**config.mk**
```make
export PLATFORM = sky130hd
export DESIGN_NAME = pipe_stage_skid
export DESIGN_NICKNAME = d
export VERILOG_FILES = /design/src/rtl/pipe_stage_skid.sv
export SDC_FILE = /design/constraint.sdc
export NUM_CORES = 1
export LEC_CHECK = 0
export ABC_CLOCK_PERIOD_IN_PS = 4460
export CORE_MARGIN = 2
export CORE_UTILIZATION = 44
export CTS_BUF_LIST = sky130_fd_sc_hd__clkbuf_16
export DETAILED_ROUTE_END_ITERATION = 7
export HOLD_SLACK_MARGIN = 0.1
export PLACE_DENSITY_LB_ADDON = 0.3
export SYNTH_ARGS = -nofsm -noshare
export SYNTH_HDL_FRONTEND = slang
export SYNTH_SLANG_ARGS = --single-unit
```
**constraint.sdc**
```tcl
create_clock -name clk -period 4.46 [get_ports clk]
set_input_delay 0.892 -clock clk [delete_from_list [all_inputs] [get_ports clk]]
set_output_delay 0.892 -clock clk [all_outputs]
set_load 0.01 [all_outputs]
```
**src/rtl/pipe_stage_skid.sv**
```systemverilog
// Generic inter-stage pipeline register with a valid/ready handshake and a
// one-entry skid buffer. in_ready depends only on registered state, so no
// combinational path exists from out_ready to in_ready. A synchronous flush
// kills all held beats and a saturating counter records how many were lost.
//
// Handshake: a beat moves across a port on a rising edge where valid and
// ready are both 1. Once out_valid is 1, out_valid and out_data stay
// unchanged until out_ready is seen high. The one exception is flush or
// reset, which withdraws the beat. in_data is ignored while in_valid is 0.
module pipe_stage_skid #(
    parameter int                 DATA_W     = 64,
    parameter logic [DATA_W-1:0]  RESET_DATA = '0,
    parameter bit                 FLUSH_ZERO = 1'b1,
    parameter int                 CNT_W      = 8
) (
    input  logic              clk,
    input  logic              rst,
    input  logic              in_valid,
    input  logic [DATA_W-1:0] in_data,
    output logic              in_ready,
    output logic              out_valid,
    output logic [DATA_W-1:0] out_data,
    input  logic              out_ready,
    input  logic              flush,
    output logic [1:0]        occupancy,
    output logic [CNT_W-1:0]  flush_drops
);

    // The state is encoded directly as {main_valid, skid_valid}.
    // The pattern 2'b01 (skid full, main empty) is unreachable.
    typedef enum logic [1:0] {
        EMPTY = 2'b00,
        ONE   = 2'b10,
        FULL  = 2'b11
    } state_t;

    localparam logic [CNT_W:0] CNT_MAX = {1'b0, {CNT_W{1'b1}}};

    state_t            state;
    state_t            state_nxt;
    logic              main_valid;
    logic              skid_valid;
    logic [DATA_W-1:0] main_data;
    logic [DATA_W-1:0] skid_data;
    logic              in_xfer;
    logic              out_xfer;
    logic              load_main_in;
    logic              load_main_skid;
    logic              load_skid;
    logic [1:0]        drop_add;
    logic [CNT_W:0]    drop_sum;

    assign main_valid = state[1];
    assign skid_valid = state[0];
    assign in_ready   = !skid_valid;
    assign out_valid  = main_valid;
    assign out_data   = main_data;
    assign occupancy  = {1'b0, main_valid} + {1'b0, skid_valid};
    assign in_xfer    = in_valid & in_ready;
    assign out_xfer   = out_valid & out_ready;

    // State register; reset leaves the stage empty and ready.
    always_ff @(posedge clk or posedge rst) begin
        if (rst) begin
            state <= EMPTY;
        end else begin
            state <= state_nxt;
        end
    end

    // Next state and data-register load selects. Flush overrides every transfer.
    always_comb begin
        state_nxt      = state;
        load_main_in   = 1'b0;
        load_main_skid = 1'b0;
        load_skid      = 1'b0;
        if (flush) begin
            state_nxt = EMPTY;
        end else begin
            case (state)
                EMPTY: begin
                    if (in_xfer) begin
                        state_nxt    = ONE;
                        load_main_in = 1'b1;
                    end
                end
                ONE: begin
                    if (in_xfer && out_xfer) begin
                        load_main_in = 1'b1;
                    end else if (in_xfer) begin
                        state_nxt = FULL;
                        load_skid = 1'b1;
                    end else if (out_xfer) begin
                        state_nxt = EMPTY;
                    end
                end
                FULL: begin
                    if (out_xfer) begin
                        state_nxt      = ONE;
                        load_main_skid = 1'b1;
                    end
                end
                default: begin
                    state_nxt = EMPTY;
                end
            endcase
        end
    end

    // Payload registers. With FLUSH_ZERO clear, a flush leaves the data in place.
    always_ff @(posedge clk or posedge rst) begin
        if (rst) begin
            main_data <= RESET_DATA;
            skid_data <= RESET_DATA;
        end else if (flush) begin
            if (FLUSH_ZERO) begin
                main_data <= '0;
                skid_data <= '0;
            end
        end else begin
            if (load_main_in) begin
                main_data <= in_data;
            end else if (load_main_skid) begin
                main_data <= skid_data;
            end
            if (load_skid) begin
                skid_data <= in_data;
            end
        end
    end

    // Beats lost on a flush edge are the held beats, minus one that leaves in
    // the same cycle, plus one accepted in the same cycle. The result is 0..2.
    // An out_xfer can only happen when main_valid is 1, so the subtraction
    // never underflows.
    assign drop_add = occupancy - {1'b0, out_xfer} + {1'b0, in_xfer};
    assign drop_sum = {1'b0, flush_drops} + {{(CNT_W-1){1'b0}}, drop_add};

    // Saturating count of flushed beats. The count never wraps.
    always_ff @(posedge clk or posedge rst) begin
        if (rst) begin
            flush_drops <= '0;
        end else if (flush) begin
            if (drop_sum > CNT_MAX) begin
                flush_drops <= CNT_MAX[CNT_W-1:0];
            end else begin
                flush_drops <= drop_sum[CNT_W-1:0];
            end
        end
    end

endmodule
```
# Word level (Yosys, flattened, before mapping)
# Index checks and enable logic that the tools add are counted.
dict set report classes {
  add_sub_neg 4
  mux 23
  bitwise 2
  order_cmp 1
  n_eq_ne 6
  n_reduce_logical 6
}
# cell n
set op_table {}
lappend op_table {{$mux 64} 5}
lappend op_table {{$mux 2} 6}
lappend op_table {{$add 8x2->9} 1}
lappend op_table {{$gt 9x8->1 const B} 1}
lappend op_table {{$mux 1} 9}
lappend op_table {{$ne 3x3->1 const B} 3}
lappend op_table {{$mux 8} 1}
lappend op_table {{$pmux 2 s3} 1}
lappend op_table {{$eq 2x2->1 const B} 2}
lappend op_table {{$ne 4x4->1 const B} 1}
lappend op_table {{$reduce_and 4->1} 1}
lappend op_table {{$reduce_bool 3->1} 1}
lappend op_table {{$add 1x1->2} 1}
lappend op_table {{$add 2x1->2} 1}
lappend op_table {{$and 1x1->1} 2}
lappend op_table {{$logic_not 2->1} 1}
lappend op_table {{$pmux 1 s2} 1}
lappend op_table {{$reduce_bool 2->1} 1}
lappend op_table {{$sub 2x1->2} 1}
lappend op_table {{$logic_and 1x1->1} 1}
lappend op_table {{$logic_not 1->1} 1}
dict set report totals {
  output_inout_bits 76
  in_bits 69
  register_bits 138
}

# Longest topological paths before layout
dict set report depth {
  word_depth 8
  mapped_depth 13
  depth_no_buf 12
}

# Worst setup path after synthesis
# Ideal clock, no wire load.
dict set report synth_path {
  kind {in2reg}
  from {input in_valid}
  to {register flush_drops[0]}
  arrival_time_ns 3.055
  setup_ns 0.082
  slack_ns 1.323
  path_stages 13
  n_path_buf 1
  path_cell_list {nor2b_1 buf_4 xor2_1 inv_1 ha_1 xnor2_1 xnor2_1 inv_1 fa_1 inv_1 nand4_1 or2_2 a31oi_1}
}
dict set report synth_between {
  elab_chain_len 5
}
# element line_no
set synth_lines {}
lappend synth_lines {{start: declaration} 18} ;# input logic in_valid,
lappend synth_lines {{$and 1x1->1 (*)} 59} ;# assign in_xfer = in_valid & in_ready;
lappend synth_lines {{$add 2x1->2 (*)} 136} ;# assign drop_add = occupancy - {1'b0, out_xfer} + {1'b0, in_xfer};
lappend synth_lines {{$add 8x2->9 (*)} 137} ;# assign drop_sum = {1'b0, flush_drops} + {{(CNT_W-1){1'b0}}, drop_add};
lappend synth_lines {{$gt 9x8->1} 144} ;# if (drop_sum > CNT_MAX) begin
lappend synth_lines {{$mux 8 (*)} 144}
lappend synth_lines {{end signal: assignment} 145} ;# flush_drops <= CNT_MAX[CNT_W-1:0];
lappend synth_lines {{end signal: assignment} 147} ;# flush_drops <= drop_sum[CNT_W-1:0];
lappend synth_lines {{end: declaration} 26} ;# output logic [CNT_W-1:0] flush_drops
# Mark *: on every way between the ends. The rest lies on a longest branch, timed or not.
# A chain may end at the register's enable or synchronous reset.

# Worst setup path after layout
dict set report layout_path {
  from {input out_ready}
  to {register flush_drops[6]}
}
dict set report layout_between {
  elab_chain_len 6
}
# element line_no
set layout_lines {}
lappend layout_lines {{start: declaration} 23} ;# input logic out_ready,
lappend layout_lines {{$and 1x1->1 (*)} 60} ;# assign out_xfer = out_valid & out_ready;
lappend layout_lines {{$sub 2x1->2 (*)} 136}
lappend layout_lines {{$add 2x1->2 (*)} 136}
lappend layout_lines {{$add 8x2->9 (*)} 137}
lappend layout_lines {{$gt 9x8->1} 144}
lappend layout_lines {{$mux 8 (*)} 144}
# Marked as above.

==> key figures <==
Logic synthesis
  • Number of distinct library cells after synthesis: 36
  • Count leader, synth: dfrtp_1
  • Synthesis Warnings: 0
  • Syn nets: 582
  • Synthesized area per cell: 12.7 µm²
  • Primary FF master, synth: dfrtp_1
  • Synth Register Bits: 138
  • Post-synth EDFFs: 0
  • Synth async-reset ratio: 100%
  • Post-synth top area cell: dfrtp_1
  • Register area share after synthesis: 53.9%
  • Post-synth top area share: 53.9%
  • Synth Cell Area: 0.00641 mm²
  • Synth Instances: 505
  • Synth area leaders: dfrtp_1 54%, mux2i_1 10%, a211oi_2 9.8%
  • Commonest cells post-synth: 138 x dfrtp_1, 70 x nor2_1, 65 x mux2i_1

Power and ir drop
  • Switching part of the total: 32.8%
  • P_leak: 4.03 nW
  • Sequential power share: 37.8%
  • Clock Power Share: 27.8%
  • P_int: 3.03 mW
  • Gate power share: 34.4%
  • Peak supply drop: 0.343 mV
  • Switching power: 1.47 mW
  • PwrDens: 535 mW/mm²

Clock network
  • H-tree levels: 4
  • PostCTS Resize Cnt: 0
  • # Post-CTS Setup Buffers: 0
  • CTS tree: done
  • # hold bufs at CTS: 0
  • Root buffer cell: clkbuf_16
  • CTS max path bufs: 2
  • Clock Pin Slew Worst Setup and Hold Paths: 0.06 ns
  • Clock Latency Late Sink: 0.41 ns
  • CTS Sinks: 138
  • CTS Buf Count: 17

Die
  • IO Pins: 145
  • Die Y: 125 µm
  • Row count: 44
  • Width of the die: 125 µm
  • Initial Util: 44.6%
  • Area of the core: 0.0144 mm²
  • Die area: 0.0156 mm²

Placement
  • Placer Congestion: 0.801
  • Post-DP HPWL: 8990 µm
  • IO buf count: 144
  • Post-place instance area: 0.00790 mm²

Critical path
  • Critical path buffers and inverters: 3
  • Critical Path AT: 3.77 ns
  • CP Data Required Time: 4.76 ns
  • Worst r2r dst: flush_drops[6]
  • RR Startpoint: state[1]
  • CP max FO: 6
  • Crit Path Category: input port to flop
  • Crit-path cells: clkdlybuf4s50_1 > nand2_1 > xor2_1 > inv_1 > ha_1 > xnor2_1 > xnor2_1 > inv_1 > fa_1 > and3b_1 > nand4_1 > nor3_1 > a21oi_1
  • Slowest cell on the critical path: clkdlybuf4s50_1
  • Register-to-register setup slack: 1.43 ns
  • Setup crit end kind: flop
  • Cells on worst reg2reg path: 12
  • Critical Path Max Stage Delay: 0.54 ns
  • Delay-heaviest family, CP: simple AND/OR/NAND/NOR gates
  • Setup crit start kind: input port

Hold path
  • HP Start: skid_data[60]
  • Worst min-delay path category: flop to flop
  • Worst hold endpoint: skid_data[60]
  • Worst hold stages: 1

STA
  • Final Hold Violating Endpoints: 0
  • Slew Limit Fails: 0
  • Final setup TNS: 0 ns
  • Minimum clock period: 3.47 ns
  • Tcrit/Tclk final: 77.9%
  • Endpoints failing setup: 0
  • Max Freq: 288 MHz
  • Tightest Pin Transition: 0.855 ns
  • Setup Skew: 0.00670 ns
  • Relative slew slack: 42.9%
  • RSZ-0062 raised after global routing: no

Layout
  • Area delta synth->final: 31.3%
  • Fin area: 0.00842 mm²
  • ANT cells: 0
  • Fill count: 1216
  • Final nets: 710
  • Layout cells sized above 1: 14.3%

Global route
  • Largest net degree at the start of global routing: 101
  • Total track usage: 20.0%
  • Number of global-route vias before repair: 4856
  • Initial antenna violation count: 0
  • First-pass GRT wire length: 25000 µm
  • Grt total ovfl: 0

Drt
  • Average wire per cell in the routed design: 18.2 µm
  • Starting DRT DRC Count: 337
  • Vias per inst: 5.61
  • Number of nets still failing antenna checks after routing: 0
  • # DRC: 0
  • Drt first pass iters: 6
  • Total number of vias: 4648
  • Detailed-route wire length: 15100 µm

Job
  • Max-Cap Viols: 0

Run status
  • Status: finished clean
logic make-up (layout without fill, tap and decap cells):
family	Yosys count	count (layout)	share of synthesized area [%]
AO/OA/AOI/OAI	143	143	22.0
adder cells (fa/ha/maj)	8	8	1.68
buffers and inverters	54	193	5.45
multiplexers	66	66	10.3
flip-flops	138	138	53.9
XOR/XNOR	3	3	0.410
AND/OR/NAND/NOR	93	93	6.26
state kept, by name (all words and copies together) (netlist names):
| register | count |
|---|---|
| out_data | 64 |
| skid_data | 64 |
| flush_drops | 8 |
| state | 2 |
power groups by stage:
stage	clock (mW)	combinational [mW]	sequential [mW]
after floorplan	0	0.868	1.76
final	1.25	1.55	1.70
after CTS	1.28	1.56	1.70
after detailed placement	0	1.55	1.72
after global placement	0	1.52	1.70
after global routing	1.34	1.69	1.74
area by class of cell:
| type | instances | area (µm²) | area share (%) |
|---|---|---|---|
| clock inverter | 13 | 91.3 | 1.09 |
| multi-input combinational | 313 | 2640 | 31.3 |
| tap | 184 | 230 | 2.74 |
| sequential | 138 | 3450 | 41.0 |
| timing repair buffer | 152 | 1540 | 18.3 |
| inverter | 11 | 45.0 | 0.535 |
| clock buffer | 17 | 425 | 5.05 |
stage by stage:
step                      std cells  util [%]  power, mW  hold slack, ns  setup slack, ns
after floorplan                 505         -       2.63           0.472             1.32
after global placement          798      55.0       3.22           0.487            0.696
after detailed placement        798      55.0       3.27           0.490            0.605
after CTS                       828      58.6       4.54           0.507            0.962
after global routing            828      58.6       4.76           0.513            0.752
final                           828      58.6       4.50           0.503            0.986
placed cells by master, fill, tap and decap left out, types with 2 or more instances in the layout:
cell | synthesis | final
clkdlybuf4s50_1 | 0 | 143
dfrtp_1 | 138 | 138
nor2_1 | 70 | 70
mux2i_1 | 65 | 65
a22o_1 | 64 | 64
a211oi_2 | 50 | 50
clkbuf_16 | 0 | 17
a211oi_1 | 14 | 14
inv_1 | 11 | 13
ha_1 | 7 | 7
a21oi_1 | 6 | 6
buf_4 | 7 | 6
nand2_1 | 5 | 5
clkinvlp_4 | 0 | 4
clkinv_2 | 0 | 4
buf_12 | 0 | 3
nand4_1 | 2 | 2
nand3_1 | 3 | 2
nand2b_1 | 2 | 2
o21a_1 | 2 | 2
nor3_1 | 2 | 2
nor2b_1 | 2 | 2
and3_1 | 2 | 2
xnor2_1 | 2 | 2
a31oi_1 | 2 | 2
clkinv_1 | 0 | 2
how the worst max path moves through the flow:
stage	startpoint	to	depth (start not counted)
after floorplan	in_valid	flush_drops[0]	13
after global placement	out_ready	flush_drops[3]	13
after detailed placement	out_ready	flush_drops[6]	13
after CTS	out_ready	flush_drops[6]	13
after global routing	out_ready	flush_drops[1]	13
final	out_ready	flush_drops[6]	13
layer usage:
layer  track usage, %  share of wire (%)  vias up
met4             6.94                1.5        0
met5                0                  0        -
met1             27.0                 45     2389
met3             4.60                5.2       18
li1                 -                  -     2110
met2             32.0                 48      131
worst register-to-register path: cells and delay by family (launching register included):
kind	cells	cell delay, ns
XOR/XNOR	3	0.69
buffers and inverters	2	0.16
AO/OA/AOI/OAI	1	0.06
adder cells (fa/ha/maj)	2	0.61
AND/OR/NAND/NOR	4	0.87
flip-flops	1	0.52
(Power assumes the default switching activity.)
